--- config.mk ---
export PLATFORM = sky130hd
export DESIGN_NAME = max7219_receiver_flat
export DESIGN_NICKNAME = d
export VERILOG_FILES = /design/src/rtl/max7219_receiver_if.sv /design/src/rtl/max7219_receiver.sv /design/src/flat_wrapper.sv
export SDC_FILE = /design/constraint.sdc
export NUM_CORES = 1
export LEC_CHECK = 0
export ABC_AREA = 1
export CORE_MARGIN = 5
export CORE_UTILIZATION = 51
export CTS_BUF_LIST = sky130_fd_sc_hd__clkbuf_8
export DETAILED_ROUTE_END_ITERATION = 7
export HOLD_SLACK_MARGIN = 0.08
export PLACE_DENSITY = 0.82
export SETUP_SLACK_MARGIN = 0.02
export SLEW_MARGIN = 20
export SYNTH_ARGS = -nofsm -noshare
export SYNTH_HDL_FRONTEND = slang
export SYNTH_SLANG_ARGS = --single-unit
--- constraint.sdc ---
create_clock -name i_Clk -period 2 [get_ports i_Clk]
set_input_delay 0.4 -clock i_Clk [delete_from_list [all_inputs] [get_ports i_Clk]]
set_output_delay 0.4 -clock i_Clk [all_outputs]
set_load 0.03 [all_outputs]
--- src/rtl/max7219_receiver_if.sv ---
// SPI pin bundle of one MAX7219 link: LOAD/CS strobe, serial clock, data in and chain data out.
interface max7219_receiver_if;
   logic SPI_Stb;
   logic SPI_Clk;
   logic SPI_Din;
   logic SPI_Dout;

   modport master (output SPI_Stb, output SPI_Clk, output SPI_Din, input  SPI_Dout);
   modport slave  (input  SPI_Stb, input  SPI_Clk, input  SPI_Din, output SPI_Dout);
endinterface

--- src/rtl/max7219_receiver.sv ---
// MAX7219 receiver: oversampled 3-wire SPI, register file, masked 8x8 image and daisy-chain output.
// Optional display-test register 0xF is built only when MAX7219_RX_DISPLAY_TEST_EN is defined.
module max7219_receiver #(
   parameter int SYNC_STAGES   = 2,
   parameter int ERR_CNT_WIDTH = 8
) (
   input  logic                     i_Clk,
   input  logic                     i_Rst_n,
   max7219_receiver_if.slave        spi,
   output logic [7:0][7:0]          o_FrameBuf,
   output logic [3:0]               o_Intensity,
   output logic [2:0]               o_Scan_Limit,
   output logic [7:0]               o_Decode,
   output logic                     o_Shutdown,
   output logic                     o_Test,
   output logic                     o_Wr_Stb,
   output logic [3:0]               o_Wr_Addr,
   output logic [7:0]               o_Wr_Data,
   output logic                     o_Frame_Err,
   output logic [ERR_CNT_WIDTH-1:0] o_Err_Count
);

   logic [SYNC_STAGES-1:0]   stb_sync_r;
   logic [SYNC_STAGES-1:0]   clk_sync_r;
   logic [SYNC_STAGES-1:0]   din_sync_r;
   logic                     stb_d_r;
   logic                     clk_d_r;
   logic                     stb_q_s;
   logic                     clk_q_s;
   logic                     din_q_s;
   logic                     stb_rise_s;
   logic                     stb_fall_s;
   logic                     clk_rise_s;
   logic                     clk_fall_s;
   logic                     shift_en_s;
   logic [15:0]              sr_r;
   logic [15:0]              sr_nxt_s;
   logic [4:0]               cnt_r;
   logic [4:0]               cnt_nxt_s;
   logic                     dout_r;
   logic                     word_ok_s;
   logic                     frame_bad_s;
   logic [3:0]               wr_addr_s;
   logic [7:0]               wr_data_s;
   logic [7:0][7:0]          digit_r;
   logic [3:0]               intensity_r;
   logic [2:0]               scan_r;
   logic [7:0]               decode_r;
   logic                     shutdown_r;
   logic                     test_s;
   logic                     wr_stb_r;
   logic [3:0]               wr_addr_r;
   logic [7:0]               wr_data_r;
   logic                     frame_err_r;
   logic [ERR_CNT_WIDTH-1:0] err_cnt_r;
   logic [7:0][7:0]          frame_nxt_s;
   logic [7:0][7:0]          frame_r;

`ifdef MAX7219_RX_DISPLAY_TEST_EN
   logic                     test_r;
   assign test_s = test_r;
`else
   assign test_s = 1'b0;
`endif

   // Pin synchronizers, preset to the idle bus so reset release creates no edge.
   always_ff @(posedge i_Clk or negedge i_Rst_n) begin
      if (!i_Rst_n) begin
         stb_sync_r <= '1;
         clk_sync_r <= '0;
         din_sync_r <= '0;
         stb_d_r    <= 1'b1;
         clk_d_r    <= 1'b0;
      end else begin
         stb_sync_r <= {stb_sync_r[SYNC_STAGES-2:0], spi.SPI_Stb};
         clk_sync_r <= {clk_sync_r[SYNC_STAGES-2:0], spi.SPI_Clk};
         din_sync_r <= {din_sync_r[SYNC_STAGES-2:0], spi.SPI_Din};
         stb_d_r    <= stb_q_s;
         clk_d_r    <= clk_q_s;
      end
   end

   assign stb_q_s    = stb_sync_r[SYNC_STAGES-1];
   assign clk_q_s    = clk_sync_r[SYNC_STAGES-1];
   assign din_q_s    = din_sync_r[SYNC_STAGES-1];
   assign stb_rise_s = stb_q_s & ~stb_d_r;
   assign stb_fall_s = ~stb_q_s & stb_d_r;
   assign clk_rise_s = clk_q_s & ~clk_d_r;
   assign clk_fall_s = ~clk_q_s & clk_d_r;
   // A clock rise coinciding with the strobe rise still shifts, so the latch sees that bit.
   assign shift_en_s = clk_rise_s & (~stb_q_s | ~stb_d_r);

   // Next shift-register and saturating bit-count values for this sample.
   always_comb begin
      sr_nxt_s  = sr_r;
      cnt_nxt_s = cnt_r;
      if (stb_fall_s) begin
         cnt_nxt_s = 5'd0;
      end else begin
         cnt_nxt_s = cnt_r;
      end
      if (shift_en_s) begin
         sr_nxt_s = {sr_r[14:0], din_q_s};
         if (cnt_nxt_s != 5'd31) begin
            cnt_nxt_s = cnt_nxt_s + 5'd1;
         end else begin
            cnt_nxt_s = 5'd31;
         end
      end else begin
         sr_nxt_s = sr_r;
      end
   end

   assign word_ok_s   = stb_rise_s & cnt_nxt_s[4];
   assign frame_bad_s = stb_rise_s & ~cnt_nxt_s[4];
   assign wr_addr_s   = sr_nxt_s[11:8];
   assign wr_data_s   = sr_nxt_s[7:0];

   // Shift register, bit counter and chain output.
   always_ff @(posedge i_Clk or negedge i_Rst_n) begin
      if (!i_Rst_n) begin
         sr_r   <= 16'h0000;
         cnt_r  <= 5'd0;
         dout_r <= 1'b0;
      end else begin
         sr_r  <= sr_nxt_s;
         cnt_r <= cnt_nxt_s;
         if (clk_fall_s) begin
            dout_r <= sr_r[15];
         end
      end
   end

   // Register file update, write/error pulses and saturating error counter.
   always_ff @(posedge i_Clk or negedge i_Rst_n) begin
      if (!i_Rst_n) begin
         digit_r     <= '0;
         intensity_r <= 4'h0;
         scan_r      <= 3'd0;
         decode_r    <= 8'h00;
         shutdown_r  <= 1'b1;
`ifdef MAX7219_RX_DISPLAY_TEST_EN
         test_r      <= 1'b0;
`endif
         wr_stb_r    <= 1'b0;
         wr_addr_r   <= 4'h0;
         wr_data_r   <= 8'h00;
         frame_err_r <= 1'b0;
         err_cnt_r   <= '0;
      end else begin
         wr_stb_r    <= word_ok_s;
         frame_err_r <= frame_bad_s;
         if (word_ok_s) begin
            wr_addr_r <= wr_addr_s;
            wr_data_r <= wr_data_s;
            case (wr_addr_s)
               4'h1, 4'h2, 4'h3, 4'h4,
               4'h5, 4'h6, 4'h7, 4'h8: digit_r[wr_addr_s[2:0] - 3'd1] <= wr_data_s;
               4'h9: decode_r    <= wr_data_s;
               4'hA: intensity_r <= wr_data_s[3:0];
               4'hB: scan_r      <= wr_data_s[2:0];
               4'hC: shutdown_r  <= ~wr_data_s[0];
`ifdef MAX7219_RX_DISPLAY_TEST_EN
               4'hF: test_r      <= wr_data_s[0];
`endif
               default: begin
               end
            endcase
         end
         if (frame_bad_s && (err_cnt_r != {ERR_CNT_WIDTH{1'b1}})) begin
            err_cnt_r <= err_cnt_r + {{(ERR_CNT_WIDTH-1){1'b0}}, 1'b1};
         end
      end
   end

   // Displayed image: test lights everything, shutdown blanks, else rows up to the scan limit.
   always_comb begin
      frame_nxt_s = '0;
      for (int r = 0; r < 8; r++) begin
         for (int x = 0; x < 8; x++) begin
            if (test_s) begin
               frame_nxt_s[r][x] = 1'b1;
            end else if (shutdown_r) begin
               frame_nxt_s[r][x] = 1'b0;
            end else if (3'(r) <= scan_r) begin
               frame_nxt_s[r][x] = digit_r[r][7-x];
            end else begin
               frame_nxt_s[r][x] = 1'b0;
            end
         end
      end
   end

   // Image register, one cycle behind the register file.
   always_ff @(posedge i_Clk or negedge i_Rst_n) begin
      if (!i_Rst_n) begin
         frame_r <= '0;
      end else begin
         frame_r <= frame_nxt_s;
      end
   end

   assign spi.SPI_Dout  = dout_r;
   assign o_FrameBuf    = frame_r;
   assign o_Intensity   = intensity_r;
   assign o_Scan_Limit  = scan_r;
   assign o_Decode      = decode_r;
   assign o_Shutdown    = shutdown_r;
   assign o_Test        = test_s;
   assign o_Wr_Stb      = wr_stb_r;
   assign o_Wr_Addr     = wr_addr_r;
   assign o_Wr_Data     = wr_data_r;
   assign o_Frame_Err   = frame_err_r;
   assign o_Err_Count   = err_cnt_r;

endmodule
--- src/flat_wrapper.sv ---
// flat-port wrapper written by rule: the top's interface ports become plain ports
module max7219_receiver_flat 
#(
   parameter int SYNC_STAGES   = 2,
   parameter int ERR_CNT_WIDTH = 8
)
  (i_Clk, i_Rst_n, o_FrameBuf, o_Intensity, o_Scan_Limit, o_Decode, o_Shutdown, o_Test, o_Wr_Stb, o_Wr_Addr, o_Wr_Data, o_Frame_Err, o_Err_Count, spi_SPI_Stb, spi_SPI_Clk, spi_SPI_Din, spi_SPI_Dout);
  max7219_receiver_if spi_i ();
  input  logic i_Clk;
  input  logic i_Rst_n;
  output logic [7:0][7:0] o_FrameBuf;
  output logic [3:0] o_Intensity;
  output logic [2:0] o_Scan_Limit;
  output logic [7:0] o_Decode;
  output logic o_Shutdown;
  output logic o_Test;
  output logic o_Wr_Stb;
  output logic [3:0] o_Wr_Addr;
  output logic [7:0] o_Wr_Data;
  output logic o_Frame_Err;
  output logic [ERR_CNT_WIDTH-1:0] o_Err_Count;
  input wire logic [$bits(spi_i.SPI_Stb)-1:0] spi_SPI_Stb;
  input wire logic [$bits(spi_i.SPI_Clk)-1:0] spi_SPI_Clk;
  input wire logic [$bits(spi_i.SPI_Din)-1:0] spi_SPI_Din;
  output wire logic [$bits(spi_i.SPI_Dout)-1:0] spi_SPI_Dout;
  assign spi_i.SPI_Stb = spi_SPI_Stb;
  assign spi_i.SPI_Clk = spi_SPI_Clk;
  assign spi_i.SPI_Din = spi_SPI_Din;
  assign spi_SPI_Dout = spi_i.SPI_Dout;
  max7219_receiver #(.SYNC_STAGES(SYNC_STAGES), .ERR_CNT_WIDTH(ERR_CNT_WIDTH)) u_core (.i_Clk(i_Clk), .i_Rst_n(i_Rst_n), .spi(spi_i), .o_FrameBuf(o_FrameBuf), .o_Intensity(o_Intensity), .o_Scan_Limit(o_Scan_Limit), .o_Decode(o_Decode), .o_Shutdown(o_Shutdown), .o_Test(o_Test), .o_Wr_Stb(o_Wr_Stb), .o_Wr_Addr(o_Wr_Addr), .o_Wr_Data(o_Wr_Data), .o_Frame_Err(o_Frame_Err), .o_Err_Count(o_Err_Count));
endmodule
# --- Word-level counts from Yosys, hierarchy flattened ---
# Index checks and enable logic that the tools add are counted.
word_totals:
  latchBits: 0
  ff_bits: 196
  ram_bits: 0
  rom_bits: 0
  inputBits: 5
  mem_count: 0
  wordCells: 218
classes:
  reduce_logical: 8
  addsub: 3
  div_mod_pow: 0
  shifts: 0
  bitwise: 14
  n_lt_le_gt_ge: 10
  eq_ne: 14
  n_mul: 0
  mux: 135
op_table:
  columns: ["cell", "n"]
  rows:
  - ["$mux 1", 128]
  - ["$bwmux 64", 1]
  - ["$demux 8 s3", 1]
  - ["$eq 4x4->1 const B", 5]
  - ["$eq 4x3->1 const B", 4]
  - ["$mux 5", 3]
  - ["$le 3x3->1 const A", 4]
  - ["$mux 12", 1]
  - ["$reduce_and 2->1", 5]
  - ["$add 8x1->8 const B", 1]
  - ["$eq 4x2->1 const B", 2]
  - ["$mux 8", 1]
  - ["$ne 8x8->1 const B", 1]
  - ["$reduce_or 8->1", 1]
  - ["$and 1x1->1", 7]
  - ["$le 1x3->1 const A", 2]
  - ["$le 2x3->1 const A", 2]
  - ["$not 1->1", 6]
  - ["$add 5x1->5 const B", 1]
  - ["$ne 5x5->1 const B", 1]
  - ["$eq 4x1->1 const B", 1]
  - ["$lt 3x4->1 const B", 1]
  - ["$ge 3x1->1 const B", 1]
  - ["$sub 3x1->3 const B", 1]
  - ["2 further kinds", 3]

# --- Depth between registers and ports, before layout ---
# Gate-level depths: netlist of run 1.
depth:
  ltp_word: 10
  depth_mapped: 15
  depth_no_buf: 14

# --- Worst setup path after synthesis of run 1 ---
# OpenSTA, ideal clock, no wires.
synth_path:
  path_kind: "register -> register"
  startpoint: "register u_core.stb_sync_r[1]"
  endpoint: "register u_core.digit_r[15] in the netlist's numbering"
  arrival_time_ns: 2.039
  required_time_ns: 1.934
  n_path_buf: 2
  setup_slack_ns: -0.106
  stages_incl_launch_ff: 16
  cell_sequence: "dfstp_2 inv_1 nand2_2 inv_1 nor2_1 ha_1 nand2_1 nor2_2 nand2_1 nand2_2 nand2_2 nor2_8 buf_6 buf_6 nand4_1 nand2_1"
synth_via:
  elab_cells_between_ends: 29
synth_rtl:
  columns: ["element", "line_no", "rtl"]
  rows:
  - ["from (decl)", "max7219_receiver.sv:23", "logic [SYNC_STAGES-1:0] stb_sync_r;"]
  - ["from (signal assigned)", "max7219_receiver.sv:75", "stb_sync_r <= {stb_sync_r[SYNC_STAGES-2:0], spi.SPI_Stb};"]
  - ["$not 1->1 (*)", "max7219_receiver.sv:87, max7219_receiver.sv:91", null]
  - ["$and 1x1->1", "max7219_receiver.sv:87", "assign stb_fall_s = ~stb_q_s & stb_d_r;"]
  - ["$mux 5", "max7219_receiver.sv:97", "if (stb_fall_s) begin"]
  - ["$add 5x1->5 / $ne 5x5->1 (equally long branches)", "max7219_receiver.sv:105, max7219_receiver.sv:104", null]
  - ["$mux 5", "max7219_receiver.sv:104", "if (cnt_nxt_s != 5'd31) begin"]
  - ["$mux 5 (*)", "max7219_receiver.sv:102", "if (shift_en_s) begin"]
  - ["net u_core.cnt_nxt_s[4]", "max7219_receiver.sv:39", "logic [4:0] cnt_nxt_s;"]
  - ["$and 1x1->1 (*)", "max7219_receiver.sv:114", "assign word_ok_s = stb_rise_s & cnt_nxt_s[4];"]
  - ["$reduce_and 2->1 (no source line) (*)", null, null]
  - ["to (signal, indexed assignment)", "max7219_receiver.sv:158", "4'h5, 4'h6, 4'h7, 4'h8: digit_r[wr_addr_s[2:0] - 3'd1] <= wr_data_s;"]
  - ["to (decl)", "max7219_receiver.sv:45", "logic [7:0][7:0] digit_r;"]
# The timed path passes the listed nets; every way through them passes the cells marked *.
# A chain may end at the register's enable or synchronous reset.

# --- Worst setup path after layout of run 1 ---
layout_path:
  startpoint: "register u_core.stb_sync_r[1]"
  endpoint: "register u_core.digit_r[23] in the netlist's numbering"
# The elaborated chain is that of the path after synthesis.

==> results of run 1 <==
## final cells by class
class                   instances  area [um2]  share of cell area (%)
flip-flops and latches        196        4910                    46.7
multi-input cells             482        2710                    25.8
repair buffers                182        1870                    17.8
inverters                      80         322                    3.06
clock buffers                  19         262                    2.49
well taps                     184         230                    2.19
clock inverters                13         204                    1.94
## cells in the mapped netlist (2+ instances only)
cell / number / area (um2)
nand2_1: 233 / 875
dfrtp_1: 192 / 4800
nor2_1: 78 / 293
inv_1: 70 / 263
nand4_1: 50 / 313
o21ai_0: 42 / 210
nand3_1: 21 / 105
nand2_2: 12 / 75.1
o21ai_1: 11 / 55.1
clkbuf_1: 8 / 30.0
inv_2: 7 / 26.3
buf_2: 6 / 30.0
buf_6: 6 / 67.6
nand3_2: 5 / 50.1
buf_4: 4 / 30.0
dfstp_2: 4 / 105
nor2_4: 4 / 45.0
xor2_1: 4 / 35.0
clkinv_1: 3 / 11.3
a31oi_1: 2 / 12.5
ha_1: 2 / 25.0
nand2_4: 2 / 22.5
nor2_2: 2 / 12.5
nor3_1: 2 / 10.0
o21ai_2: 2 / 17.5
xnor2_1: 2 / 17.5
## worst paths after layout
check / from / end / depth (start not counted)
hold / removal: spi_SPI_Stb / u_core.stb_sync_r[0]$_DFF_PN1_ / 1
setup reg to reg: u_core.stb_sync_r[1]$_DFF_PN1_ / u_core.digit_r[23]$_DFFE_PN0P_ / 15
max in group asynchronous: i_Rst_n / u_core.o_Intensity[2]$_DFFE_PN0P_ / 3
hold reg to reg: u_core.din_sync_r[0]$_DFF_PN0_ / u_core.din_sync_r[1]$_DFF_PN0_ / 0
setup / recovery: u_core.stb_sync_r[1]$_DFF_PN1_ / u_core.digit_r[23]$_DFFE_PN0P_ / 15
min in group asynchronous: i_Rst_n / u_core.digit_r[7]$_DFFE_PN0P_ / 2
## cell usage in the layout (no fill, tap or decap), types with 3 or more instances in the layout
master,netlist,routed
buf_12,0,9
buf_4,4,53
buf_6,6,8
bufinv_16,0,5
clkbuf_8,0,20
clkdlybuf4s50_1,0,70
clkinv_2,0,4
dfrtp_1,192,192
dfstp_2,4,4
dlygate4sd2_1,0,14
dlymetal6s2s_1,0,22
inv_1,70,64
inv_2,7,10
nand2_1,233,183
nand2_2,12,47
nand2_4,2,14
nand2_8,0,5
nand3_1,21,16
nand3_4,1,10
nand4_1,50,50
nor2_1,78,73
nor2_2,2,3
nor2_4,4,8
o21ai_0,42,21
o21ai_1,11,15
o21ai_2,2,18
xor2_1,4,4
## stage by stage
step                      total power (uW)  setup slack [ns]
after global routing                  8950            -0.241
after global placement                5570           -0.0970
after detailed placement              5610            -0.189
final                                 8590            -0.156
after CTS                             8520           -0.0554
after floorplan                       4960           -0.0180
## registers in the layout, indices dropped and copies added (netlist names), 2 cells and up
signal / flops
u_core.clk_sync_r: 2
u_core.cnt_r: 5
u_core.digit_r: 64
u_core.din_sync_r: 2
u_core.o_Decode: 8
u_core.o_Err_Count: 8
u_core.o_FrameBuf: 64
u_core.o_Intensity: 4
u_core.o_Scan_Limit: 3
u_core.o_Wr_Addr: 4
u_core.o_Wr_Data: 8
u_core.sr_r: 16
u_core.stb_sync_r: 2
## metal layers
metal | part of all wire (%) | track usage [%] | vias to the layer above
li1 | - | - | 2838
met1 | 40 | 28.9 | 2993
met2 | 50 | 35.0 | 217
met3 | 7.2 | 6.64 | 45
met4 | 2.7 | 8.91 | 2
met5 | 0.037 | 0 | -
## power by group through the flow
stage	Sequential, uW	Clock [uW]	Combinational (uW)
2_1_floorplan	4380	0	586
3_5_place_dp	4290	0	1320
6_report	4210	2930	1440
5_1_grt	4230	3150	1560
3_3_place_gp	4280	0	1280
4_1_cts	4210	2960	1350
## timing repair
action,CTS,global route
pin swaps,14,34
hold buffers,1,0
buffers inserted,5,6
endpoints found under the setup margin,101,122
cloned,1,3
gates resized for setup,62,126
endpoints found under the hold margin,50,0
## cells by family after synthesis
| group | count (synthesis) | synth area share [%] |
|---|---|---|
| simple gates | 412 | 24.2 |
| flops | 196 | 64.6 |
| buf+inv | 105 | 6.07 |
| compound gates | 59 | 4.06 |
| xor+xnor | 6 | 0.691 |
| fa+ha+maj | 2 | 0.329 |
| other cells | 1 | 0.0493 |
==> flow_summary.yaml, run 1 <==
synth:
  synth_nets: 788
  yosysSeqAreaShare_pct: 64.6
  synthCells: 781
  yosysWarnings: 0
  async_reset_ff_share_pct: 100
  synth_area_um2: 7610
  ys.flop_type: "dfrtp_1"
  synth.distinct_cells: 33
  synth.avg_cell_area_um2: 9.74
  synth-seq-cells: 196
  synth_edf_count: 0
drt:
  drt_iter0_markers: 566
  via_count: 6095
  wl_per_cell_um: 16.5
  dr.pass1.iters: 5
  drc: 0
  totalWireLength_um: 19100
  vias_per_cell: 5.27
  ant_nets: 0
worst_setup_path:
  cp-start-kind: "register"
  crit_family: "simple AND/OR/NAND/NOR gates"
  critical_path_arrival_ns: 2.53
  slowest_stage: "dfstp_2"
  cp_max_fo: 8
  critPathCaptureType: "register"
  cp.required_ns: 2.38
  crit_type: "register to register"
  path_buf_inv: 3
  slowest_delay_ns: 0.55
  crit_top_cell: "nand2_2"
  r2r_slack_ns: -0.16
  cp_cell_sequence: "inv_2 > nand2_4 > inv_4 > nor2_4 > ha_4 > nand2_2 > nor2_2 > nand2_1 > nand2_2 > nand2_4 > nor2_8 > buf_12 > nand3_4 > nand2_2 > nand2_2"
finish:
  nNetsFinal: 966
  diodes: 0
  stdcell_area_um2: 10500
  fillCellCount: 946
  fin_cells: 1156
  area_growth_pct: 38.1
  final_util_pct: 72.0
  final_layout_size_suffix_gt1_share_pct: 24.3
sta:
  final-setup-viol-count: 83
  worst_clock_skew_ns: 0.0154
  hold_violations: 0
  finalSetupTns_ns: -6.84
  rsz0062_at_grt: "yes"
  fmax_ghz: 0.464
  finalCriticalPeriod_ns: 2.16
  slew_violations: 0
  setup_ws_ns: -0.156
  period_share_pct: 108
  slew_headroom_pct: 62.1
  tightest_slew_ns: 0.564
  timing.hold.ws_ns: 0.338
worst_hold_path:
  hold_class: "primary input to register"
power_and_ir_drop:
  clkPwrFrac_pct: 34.2
  p_sw_share_pct: 28.8
  peakVddDrop_mv: 0.661
  power.density_nw_per_um2: 817
  p_leak_uw: 0.00539
  switchingPower_uw: 2470
  p_int_uw: 6120
  power_frac_comb_pct: 16.8
  pwr-share-seq_pct: 49.1
job:
  drv_cap: 0
floorplan:
  die_y_um: 132
  initial_utilization_pct: 52.1
  ioPinCount: 109
  die-area_um2: 17500
  die_w_um: 132
  core-area_um2: 14600
  rows: 44
place:
  dpl.hpwl_um: 12300
  gp_congestion: 0.876
  port_buffers: 107
  placed_area_um2: 9320
  dp.cells: 1109
outcome:
  violations: "negative setup slack"
  status: "finished with violations"
clocking:
  clock_path_buffers: 2
  cts_tree: "yes"
  insertion_delay_ns: 0.48
  ctsHtreeMaxLevel: 4
  clk_pin_slew_ns: 0.10
  clkSinkCount: 196
  cts-root-buf: "clkbuf_8"
  cts_made_buffers: 17
global_route:
  gr-usage-all-layers_pct: 22.2
  grt_max_degree: 56
  antenna_found_initial: 1
  grt_pass1_vias: 6104
  grt_pass1_wl_um: 31200
  overflow: 0
No activity file was read; power rests on OpenSTA's default activity.
==> inputs of run 2 (changes only) <==
--- a/config.mk
+++ b/config.mk
@@ -12,7 +12,7 @@
 export DETAILED_ROUTE_END_ITERATION = 7
 export HOLD_SLACK_MARGIN = 0.08
 export PLACE_DENSITY = 0.82
-export SETUP_SLACK_MARGIN = 0.02
+export SETUP_SLACK_MARGIN = 0.05
 export SLEW_MARGIN = 20
 export SYNTH_ARGS = -nofsm -noshare
 export SYNTH_HDL_FRONTEND = slang
==> flow_summary.yaml, run 2 (synthesis results as in run 1) <==
worst_setup_path:
  critical_path_arrival_ns: 2.64
  crit_type: "register to register"
  cp_cell_sequence: "inv_2 > nand2_4 > inv_4 > nor2_4 > ha_4 > nand2_4 > nor2_4 > nand2_2 > nand2_4 > buf_4 > nand3_4 > inv_6 > nand2_4 > o21ai_0"
  crit_top_cell: "nand2_4"
  cp-start-kind: "register"
  critPathCaptureType: "register"
  cp_max_fo: 8
  slowest_stage: "dfstp_2"
  cp.required_ns: 2.38
  slowest_delay_ns: 0.57
place:
  gp_congestion: 0.818
  dpl.hpwl_um: 12300
  dp_slack_ns: -0.245
  port_buffers: 107
floorplan:
  die_y_um: 132
  ioPinCount: 109
  core-area_um2: 14600
  initial_utilization_pct: 52.1
  die_w_um: 132
  die-area_um2: 17500
  rows: 44
drt:
  ant_nets: 0
  via_count: 6367
  totalWireLength_um: 21200
  vias_per_cell: 5.52
  drt_iter0_markers: 732
  dr.pass1.iters: 5
  wl_per_cell_um: 18.4
  drc: 0
global_route:
  gr-usage-all-layers_pct: 23.2
  grt_max_degree: 73
  antenna_found_initial: 0
  grt_pass1_wl_um: 32500
  grt_pass1_vias: 6499
  overflow: 0
sta:
  slew_violations: 0
  finalCriticalPeriod_ns: 2.26
  period_share_pct: 113
  setup_ws_ns: -0.258
  finalSetupTns_ns: -12.26
  slew_headroom_pct: 56.7
  hold_violations: 0
  fmax_ghz: 0.443
  rsz0062_at_grt: "yes"
  tightest_slew_ns: 0.646
  worst_clock_skew_ns: 0.0168
  final-setup-viol-count: 90
outcome:
  status: "finished with violations"
  violations: "negative setup slack"
finish:
  final_layout_size_suffix_gt1_share_pct: 25.1
  nNetsFinal: 964
  fillCellCount: 958
  multi_input_area_um2: 2700
  regArea_um2: 4910
  area_growth_pct: 35.5
  layout_commonest_cell: "dfrtp_1"
  mostFrequentLayoutCells: "dfrtp_1 (192), nand2_1 (168), nor2_1 (73)"
  diodes: 0
clocking:
  insertion_delay_ns: 0.48
  cts_tree: "yes"
  clock_path_buffers: 2
  cts_made_buffers: 17
  cts-root-buf: "clkbuf_8"
  ctsHtreeMaxLevel: 4
  clk_pin_slew_ns: 0.11
  clkSinkCount: 196
power_and_ir_drop:
  p_sw_share_pct: 31.8
  pwr-share-seq_pct: 51.7
  p_int_uw: 5560
  clkPwrFrac_pct: 30.4
  power.density_nw_per_um2: 792
  p_total_uw: 8160
  power_frac_comb_pct: 17.9
  peakVddDrop_mv: 0.693
  switchingPower_uw: 2600
  p_leak_uw: 0.00546
worst_hold_path:
  hold_class: "primary input to register"
job:
  drv_cap: 0
[run 2: changes by cell type in the layout (fill, tap and decap cells not counted), moves of 4 or more]
cell,before,now
dlygate4sd2_1,14,28
inv_6,1,5
o21ai_2,18,11
o21ai_1,15,19
buf_4,53,58
bufinv_16,5,1
nand2_2,47,66
nand2_1,183,168
clkdlybuf4s50_1,70,50
dlymetal6s2s_1,22,28
[run 2: layout make-up]
cell class              instances  share of cell area, %
clock buffers                  17                   2.27
clock inverters                15                   1.40
inverters                      80                   3.17
multi-input cells             483                   26.2
flip-flops and latches        196                   47.7
well taps                     184                   2.23
repair buffers                179                   17.1
[run 2: per-layer routing]
layer	GRT usage [%]	part of all wire, %	vias up	routed length (um)
li1	-	-	2835	-
met1	29.1	38	3084	8160
met2	37.0	48	351	10300
met3	6.26	7.8	97	1660
met4	12.1	5.4	0	1150
met5	0	0	-	0
[run 2: worst paths after layout]
check / from / end / slack, ns / cells after the start
setup / recovery: u_core.stb_sync_r[1]$_DFF_PN1_ / u_core.digit_r[62]$_DFFE_PN0P_ / -0.26 / 14
min in group asynchronous: i_Rst_n / u_core.digit_r[0]$_DFFE_PN0P_ / 0.37 / 2
hold reg to reg: u_core.stb_sync_r[0]$_DFF_PN1_ / u_core.stb_sync_r[1]$_DFF_PN1_ / 0.36 / 0
setup reg to reg: u_core.stb_sync_r[1]$_DFF_PN1_ / u_core.digit_r[62]$_DFFE_PN0P_ / -0.26 / 14
hold / removal: spi_SPI_Stb / u_core.stb_sync_r[0]$_DFF_PN1_ / 0.35 / 1
max in group asynchronous: i_Rst_n / u_core.stb_d_r$_DFF_PN1_ / 0.93 / 3
[run 2: power groups by stage]
| stage | sequential (uW) | combinational, uW | clock, uW |
|---|---|---|---|
| 6_report | 4220 | 1460 | 2480 |
| 5_1_grt | 4240 | 1570 | 2680 |
| 3_5_place_dp | 4280 | 1290 | 0 |
| 3_3_place_gp | 4280 | 1250 | 0 |
| 2_1_floorplan | 4380 | 587 | 0 |
| 4_1_cts | 4210 | 1320 | 2500 |
[run 2: worst max-delay path: cells and delay by family (launching register included)]
| kind | cells | cell delay, ns |
|---|---|---|
| adder cells (fa/ha/maj) | 1 | 0.16 |
| flip-flops | 1 | 0.57 |
| AO/OA/AOI/OAI | 1 | 0.27 |
| AND/OR/NAND/NOR | 8 | 0.77 |
| buffers and inverters | 4 | 0.38 |
[run 2: repair_timing]
action / CTS / global route
endpoints found under the setup margin: 119 / 129
pin swaps: 17 / 31
endpoints found under the hold margin: 25 / 0
gates cloned: 2 / 1
hold buffers: 1 / 0
resized for setup: 85 / 123
setup buffers: 7 / 5
[run 2: through the flow]
stage	std cells	hold slack [ns]	utilization, %	area [um2]
after floorplan	781	0.104	-	7640
after global placement	1107	0.304	63.6	9280
after detailed placement	1107	0.303	63.6	9280
after CTS	1149	0.326	67.9	9910
after global routing	1154	0.314	70.6	10300
final	1154	0.346	70.6	10300
